$ cat config.mk
export PLATFORM = sky130hd
export DESIGN_NAME = sync_sport_ram_flat
export DESIGN_NICKNAME = d
export VERILOG_FILES = /design/src/rtl/sync_sport_ram_pkg.sv /design/src/rtl/sync_sport_ram_if.sv /design/src/rtl/sync_sport_ram_core.sv /design/src/rtl/sync_sport_ram.sv /design/src/flat_wrapper.sv
export SDC_FILE = /design/constraint.sdc
export NUM_CORES = 1
export LEC_CHECK = 0
export BUFFER_PORTS_ARGS = -buffer_cell sky130_fd_sc_hd__buf_2
export CORE_MARGIN = 2
export CORE_UTILIZATION = 45
export CTS_CLUSTER_DIAMETER = 200
export DETAILED_ROUTE_END_ITERATION = 7
export GPL_TIMING_DRIVEN = 0
export PLACE_DENSITY = 0.65
export SYNTH_ARGS = -nofsm -noshare
export SYNTH_HDL_FRONTEND = slang
export SYNTH_SLANG_ARGS = --single-unit
$ cat constraint.sdc
create_clock -name clk -period 2.45 [get_ports clk]
set_input_delay 0 -clock clk [delete_from_list [all_inputs] [get_ports clk]]
set_output_delay 0 -clock clk [all_outputs]
set_load 0.05 [all_outputs]
$ cat src/rtl/sync_sport_ram_pkg.sv
// Shared types and constants for the synchronous single-port RAM slice:
// clear-sequencer states and the read-during-write mode selectors.
package sync_sport_ram_pkg;

    typedef enum logic [0:0] {
        ST_CLEAR = 1'b0,
        ST_READY = 1'b1
    } state_e;

    localparam int RDW_READ_FIRST  = 0;
    localparam int RDW_WRITE_FIRST = 1;

endpackage

$ cat src/rtl/sync_sport_ram_if.sv
// Access bus of the single-port RAM: request side driven by the master,
// result/valid/busy returned by the RAM (slave).
interface sync_sport_ram_if #(
    parameter int DATA_W = 16,
    parameter int ADDR_W = 3
);
    logic                  en;
    logic                  we;
    logic [ADDR_W-1:0]     addr;
    logic [DATA_W-1:0]     wdata;
    logic [DATA_W/8-1:0]   be;
    logic [DATA_W-1:0]     rdata;
    logic                  rvalid;
    logic                  busy;

    modport master (output en, we, addr, wdata, be, input rdata, rvalid, busy);
    modport slave  (input en, we, addr, wdata, be, output rdata, rvalid, busy);
endinterface

$ cat src/rtl/sync_sport_ram_core.sv
// Storage array with byte-enable writes and a single registered read stage
// whose result is either the old word or the byte-merged new word.
module sport_ram_core
    import sync_sport_ram_pkg::*;
#(
    parameter int DATA_W   = 16,
    parameter int ADDR_W   = 3,
    parameter int RDW_MODE = 0
) (
    input  logic                clk,
    input  logic                rst,
    input  logic                wr_en,
    input  logic                rd_en,
    input  logic [ADDR_W-1:0]   addr,
    input  logic [DATA_W-1:0]   wdata,
    input  logic [DATA_W/8-1:0] be,
    output logic [DATA_W-1:0]   rdata
);
    localparam int NB = DATA_W / 8;

    logic [DATA_W-1:0] mem [2**ADDR_W];
    logic [DATA_W-1:0] old_s;
    logic [DATA_W-1:0] merged_s;

    // Old word and its byte-merged update
    always_comb begin
        old_s    = mem[addr];
        merged_s = old_s;
        for (int b = 0; b < NB; b++) begin
            if (be[b]) begin
                merged_s[8*b +: 8] = wdata[8*b +: 8];
            end else begin
                merged_s[8*b +: 8] = old_s[8*b +: 8];
            end
        end
    end

    // Array write; disabled bytes are rewritten with their own value
    always_ff @(posedge clk) begin
        if (wr_en) begin
            mem[addr] <= merged_s;
        end
    end

    // Registered read result, held between accesses
    always_ff @(posedge clk) begin
        if (rst) begin
            rdata <= {DATA_W{1'b0}};
        end else if (rd_en) begin
            if ((RDW_MODE == RDW_WRITE_FIRST) && wr_en) begin
                rdata <= merged_s;
            end else begin
                rdata <= old_s;
            end
        end else begin
            rdata <= rdata;
        end
    end

endmodule

$ cat src/rtl/sync_sport_ram.sv
// Single-port RAM top: post-reset zero-fill sequencer, clear/user port mux,
// optional second read stage and the rvalid pipeline.
module sync_sport_ram
    import sync_sport_ram_pkg::*;
#(
    parameter int DATA_W       = 16,
    parameter int ADDR_W       = 3,
    parameter int RD_LAT       = 1,
    parameter int RDW_MODE     = 0,
    parameter int CLEAR_ON_RST = 1
) (
    input  logic           clk,
    input  logic           rst,
    sync_sport_ram_if.slave bus
);
    localparam int DEPTH = 2 ** ADDR_W;

    if ((DATA_W % 8) != 0) begin : g_bad_data_w
        $error("sync_sport_ram: DATA_W must be a multiple of 8");
    end
    if ((RD_LAT != 1) && (RD_LAT != 2)) begin : g_bad_rd_lat
        $error("sync_sport_ram: RD_LAT must be 1 or 2");
    end

    state_e                state_r;
    state_e                state_next_s;
    logic [ADDR_W-1:0]     clr_addr_r;
    logic                  busy_s;
    logic                  clr_we_s;
    logic                  acc_s;
    logic                  core_wr_s;
    logic [ADDR_W-1:0]     core_addr_s;
    logic [DATA_W-1:0]     core_wdata_s;
    logic [DATA_W/8-1:0]   core_be_s;
    logic [DATA_W-1:0]     core_rdata_s;
    logic [RD_LAT-1:0]     vld_r;

    // State register and clear address counter
    always_ff @(posedge clk) begin
        if (rst) begin
            state_r    <= (CLEAR_ON_RST != 0) ? ST_CLEAR : ST_READY;
            clr_addr_r <= {ADDR_W{1'b0}};
        end else begin
            state_r <= state_next_s;
            if (state_r == ST_CLEAR) begin
                clr_addr_r <= clr_addr_r + ADDR_W'(1);
            end else begin
                clr_addr_r <= clr_addr_r;
            end
        end
    end

    // Next state: leave the clear once the last word has been written
    always_comb begin
        state_next_s = state_r;
        case (state_r)
            ST_CLEAR: begin
                if (clr_addr_r == ADDR_W'(DEPTH - 1)) begin
                    state_next_s = ST_READY;
                end else begin
                    state_next_s = ST_CLEAR;
                end
            end
            ST_READY: state_next_s = ST_READY;
            default:  state_next_s = ST_READY;
        endcase
    end

    // State outputs; reset suppresses the clear write on its own edge
    always_comb begin
        busy_s   = 1'b0;
        clr_we_s = 1'b0;
        case (state_r)
            ST_CLEAR: begin
                busy_s   = 1'b1;
                clr_we_s = !rst;
            end
            ST_READY: begin
                busy_s   = 1'b0;
                clr_we_s = 1'b0;
            end
            default: begin
                busy_s   = 1'b0;
                clr_we_s = 1'b0;
            end
        endcase
    end

    assign acc_s = bus.en && !busy_s && !rst;

    // Core port mux: clear sequencer has priority while busy
    always_comb begin
        if (clr_we_s) begin
            core_wr_s    = 1'b1;
            core_addr_s  = clr_addr_r;
            core_wdata_s = {DATA_W{1'b0}};
            core_be_s    = {(DATA_W/8){1'b1}};
        end else begin
            core_wr_s    = acc_s && bus.we;
            core_addr_s  = bus.addr;
            core_wdata_s = bus.wdata;
            core_be_s    = bus.be;
        end
    end

    sport_ram_core #(
        .DATA_W   (DATA_W),
        .ADDR_W   (ADDR_W),
        .RDW_MODE (RDW_MODE)
    ) u_core (
        .clk   (clk),
        .rst   (rst),
        .wr_en (core_wr_s),
        .rd_en (acc_s),
        .addr  (core_addr_s),
        .wdata (core_wdata_s),
        .be    (core_be_s),
        .rdata (core_rdata_s)
    );

    // rvalid shift register, flushed by reset
    always_ff @(posedge clk) begin
        if (rst) begin
            vld_r <= {RD_LAT{1'b0}};
        end else begin
            vld_r <= RD_LAT'({vld_r, acc_s});
        end
    end

    if (RD_LAT == 2) begin : g_lat2
        logic [DATA_W-1:0] rdata2_r;

        // Second read stage advances only with a valid first-stage result
        always_ff @(posedge clk) begin
            if (rst) begin
                rdata2_r <= {DATA_W{1'b0}};
            end else if (vld_r[0]) begin
                rdata2_r <= core_rdata_s;
            end else begin
                rdata2_r <= rdata2_r;
            end
        end
        assign bus.rdata = rdata2_r;
    end else begin : g_lat1
        assign bus.rdata = core_rdata_s;
    end

    assign bus.rvalid = vld_r[RD_LAT-1];
    assign bus.busy   = busy_s;

endmodule

$ cat src/flat_wrapper.sv
// flat-port wrapper written by rule: the top's interface ports become plain ports
module sync_sport_ram_flat import sync_sport_ram_pkg::*;
#(
    parameter int DATA_W       = 16,
    parameter int ADDR_W       = 3,
    parameter int RD_LAT       = 1,
    parameter int RDW_MODE     = 0,
    parameter int CLEAR_ON_RST = 1
)
  (clk, rst, bus_en, bus_we, bus_addr, bus_wdata, bus_be, bus_rdata, bus_rvalid, bus_busy);
  sync_sport_ram_if #(.DATA_W(DATA_W), .ADDR_W(ADDR_W)) bus_i ();
  input  logic clk;
  input  logic rst;
  input wire logic [$bits(bus_i.en)-1:0] bus_en;
  input wire logic [$bits(bus_i.we)-1:0] bus_we;
  input wire logic [$bits(bus_i.addr)-1:0] bus_addr;
  input wire logic [$bits(bus_i.wdata)-1:0] bus_wdata;
  input wire logic [$bits(bus_i.be)-1:0] bus_be;
  output wire logic [$bits(bus_i.rdata)-1:0] bus_rdata;
  output wire logic [$bits(bus_i.rvalid)-1:0] bus_rvalid;
  output wire logic [$bits(bus_i.busy)-1:0] bus_busy;
  assign bus_i.en = bus_en;
  assign bus_i.we = bus_we;
  assign bus_i.addr = bus_addr;
  assign bus_i.wdata = bus_wdata;
  assign bus_i.be = bus_be;
  assign bus_rdata = bus_i.rdata;
  assign bus_rvalid = bus_i.rvalid;
  assign bus_busy = bus_i.busy;
  sync_sport_ram #(.DATA_W(DATA_W), .ADDR_W(ADDR_W), .RD_LAT(RD_LAT), .RDW_MODE(RDW_MODE), .CLEAR_ON_RST(CLEAR_ON_RST)) u_core (.clk(clk), .rst(rst), .bus(bus_i));
endmodule
==> metrics <==
Yosys cell types=36; fmax=404.4 MHz; Longest Clk Path Bufs=2; Die Footprint=15130 sq um; CP Class=flop to flop; die height=123 microns; Worst R2R End=u_core.u_core.mem[6][2]; CP endpoint=u_core.u_core.mem[6][2]; Final period util=1.009; ys async rst share=0; setup slack, reg-to-reg=-0.02 ns; CP arrival=2.59 ns; final hold vios=0; final setup margin=-0.02266 ns; dpl ws=-0.5670 ns; IO Count=43; vias per cell=6.179; Post-Synth XOR/XNOR Area=0.001374; final WL=17800 microns; layout cell share with drive strength beyond 1=0.3397; Initial DRC Count=677; Finished Layout Cells=754; worst setup path start=u_core.state_r; prevailing post-synth register cell=edfxtp_1; core area=13880 sq um; Leak=0.002787 uW; vias in the first global route=4606; Area Growth Syn to Fin=27.14%; grt total ovfl=0; Root Buffer=clkbuf_16; critical path capture point type=flop; Yosys warnings=0; CTS H-tree lvls=4; status=finished, violations left; Inserted Diodes=0; Syn Nets=497; Final Slew Violations=0; DRC viols=0; Post-DRT Antenna Nets=0; HP Class=primary input to flop; Worst slew margin=0.3514; Seq/Total Area, Yosys=0.6692; gr usage total=0.2389; Die X=123 microns; clock-pin transition on the worst setup and hold timing paths=0.06 ns; NumNets Final=588; min-delay src=bus_en; Starting Density=0.4591; power density cells=780.2 nW/um^2; Synth Area in Compound Gates=0.1755; RSZ-0062 raised after global routing=true; post-synthesis mux area share=0.03142; setup clock skew after layout=0.006127 ns; violated checks=setup timing; IO Port Bufs=42; Startpoint Class=flop; adder-cell share of the synthesized area=0.003927; Clock Sinks=149; initial antenna violation count=0; netlist area before placement=6372 sq um; final setup vio count=16; max cap viols=0; via count=4659; simple-gate share of the synthesized area=0.07756; largest net degree at the start of global routing=17; Post-synth EDFFs=128; minimum clock period=2.473 ns; critical path data required time=2.56 ns; Syn Inst Count=470; syn_area_per_cell=13.56 sq um; DR pass1 iterations=5; CTS tree=yes; site row count=43; Reg2Reg Depth=7; CTS Buf Count=17; routability congestion estimate=0.7898; worst-margin pin slew=0.9729 ns; first-pass GRT wire length=25960 microns; placed instance count=700; hpwl dp=11100 microns; number of synthesized register bits=149; Worst IR Drop VDD=0.5476 mV; clk_lat worst skew=0.43 ns; DR WL/cell=23.60 microns; critical path fanouts, max=8; main combinational cell family by area after synthesis=compound AO/OA/AOI/OAI gates; worst r2r src=u_core.state_r
## cell families (layout without fill, tap and decap cells)
kind of cell / count (synthesis) / after routing
buffers and inverters: 45 / 149
AO/OA/AOI/OAI: 168 / 168
flip-flops: 149 / 149
XOR/XNOR: 1 / 1
adder cells (fa/ha/maj): 2 / 2
AND/OR/NAND/NOR: 87 / 87
multiplexers: 18 / 18
## how the worst min path moves through the flow
| stage | cells past startpoint | to |
|---|---|---|
| 6_report | 3 | u_core.bus.rvalid |
| 5_1_grt | 3 | u_core.bus.rvalid |
| 4_1_cts | 3 | u_core.bus.rvalid |
| 3_5_place_dp | 2 | u_core.u_core.rdata[3] |
| 3_3_place_gp | 2 | u_core.u_core.rdata[14] |
| 2_1_floorplan | 2 | u_core.bus.rvalid |
## cell type report
type                            instances  area [sq um]
Fill cell                            1016          5779
Sequential cell                       149          4269
Multi-Input combinational cell        276          2197
Timing Repair Buffer                   72         534.3
Clock buffer                           21         493.0
Buffer                                 38         264.0
Tap cell                              180         225.2
Clock inverter                         11         92.59
Inverter                                7         26.28
## metal layers
metal | vias up | routed length, microns | track usage
met5 | - | 0 | 0
met4 | 0 | 535 | 0.1065
met3 | 50 | 1589 | 0.05535
met2 | 300 | 8497 | 0.3712
met1 | 2303 | 7175 | 0.3214
li1 | 2006 | - | -
## worst max-delay path: stages, from the launching register on
cell,delay [ns]
dfxtp_2,0.35
or3b_4,0.40
buf_6,0.14
nand2_8,0.12
clkbuf_16,0.18
mux2_4,0.31
a2111oi_4,0.47
a21oi_4,0.16
## registers in the layout (all words and copies together), names as in the netlist
signal / cells
u_core.u_core.mem: 128
u_core.u_core.rdata: 16
u_core.clr_addr_r: 3
u_core.bus.rvalid: 1
u_core.state_r: 1
## what timing repair did
| item | in CTS | in global routing |
|---|---|---|
| endpoints found under the setup margin | 208 | 164 |
| cloned | 0 | 1 |
| buffers inserted | 11 | 10 |
| resized for setup | 45 | 26 |
| pin swaps | 14 | 17 |
| hold buffers | 0 | 0 |
## stage by stage
| stage | setup TNS, ns | utilization | total power [uW] | cell area, sq um | hold WS, ns |
|---|---|---|---|---|---|
| 3_5_place_dp | -76.46 | 0.5003 | 3578 | 6944 | 0.4655 |
| 6_report | -0.2813 | 0.5836 | 6321 | 8102 | 0.04255 |
| 2_1_floorplan | 0 | - | 3341 | 6372 | 0.2779 |
| 4_1_cts | 0 | 0.5687 | 6243 | 7894 | 0.02969 |
| 5_1_grt | -2.276 | 0.5836 | 6491 | 8102 | 0.06800 |
| 3_3_place_gp | -146.12 | 0.4904 | 3541 | 6808 | 0.4625 |
## cells in the mapped netlist (3+ instances only)
master | n | area share
buf_4 | 3 | 0.0035
nand3b_1 | 17 | 0.020
o21ai_1 | 10 | 0.0079
edfxtp_1 | 128 | 0.60
mux2_1 | 7 | 0.012
a31oi_4 | 3 | 0.010
buf_6 | 6 | 0.011
inv_1 | 7 | 0.0041
buf_2 | 7 | 0.0055
nor2_1 | 13 | 0.0077
a21oi_1 | 64 | 0.050
o21ai_0 | 70 | 0.055
nand3_1 | 48 | 0.038
a2111oi_4 | 3 | 0.013
clkbuf_1 | 20 | 0.012
a2111oi_2 | 13 | 0.031
mux2_2 | 9 | 0.016
dfxtp_1 | 21 | 0.066
## placed cells by master (no fill, tap or decap), types with 12 or more instances in the layout
cell / instances
a2111oi_4: 15
a21oi_1: 48
buf_2: 47
buf_4: 22
clkbuf_1: 12
clkbuf_16: 20
dfxtp_1: 19
edfxtp_1: 128
nand3_1: 48
nand3b_1: 17
o21ai_0: 70
## power by group
group	internal [uW]	switching, uW
Combinational	346	520
Sequential	2870	22.3
Clock	1540	1030
Total	4750	1570
(Power assumes the default switching activity.)
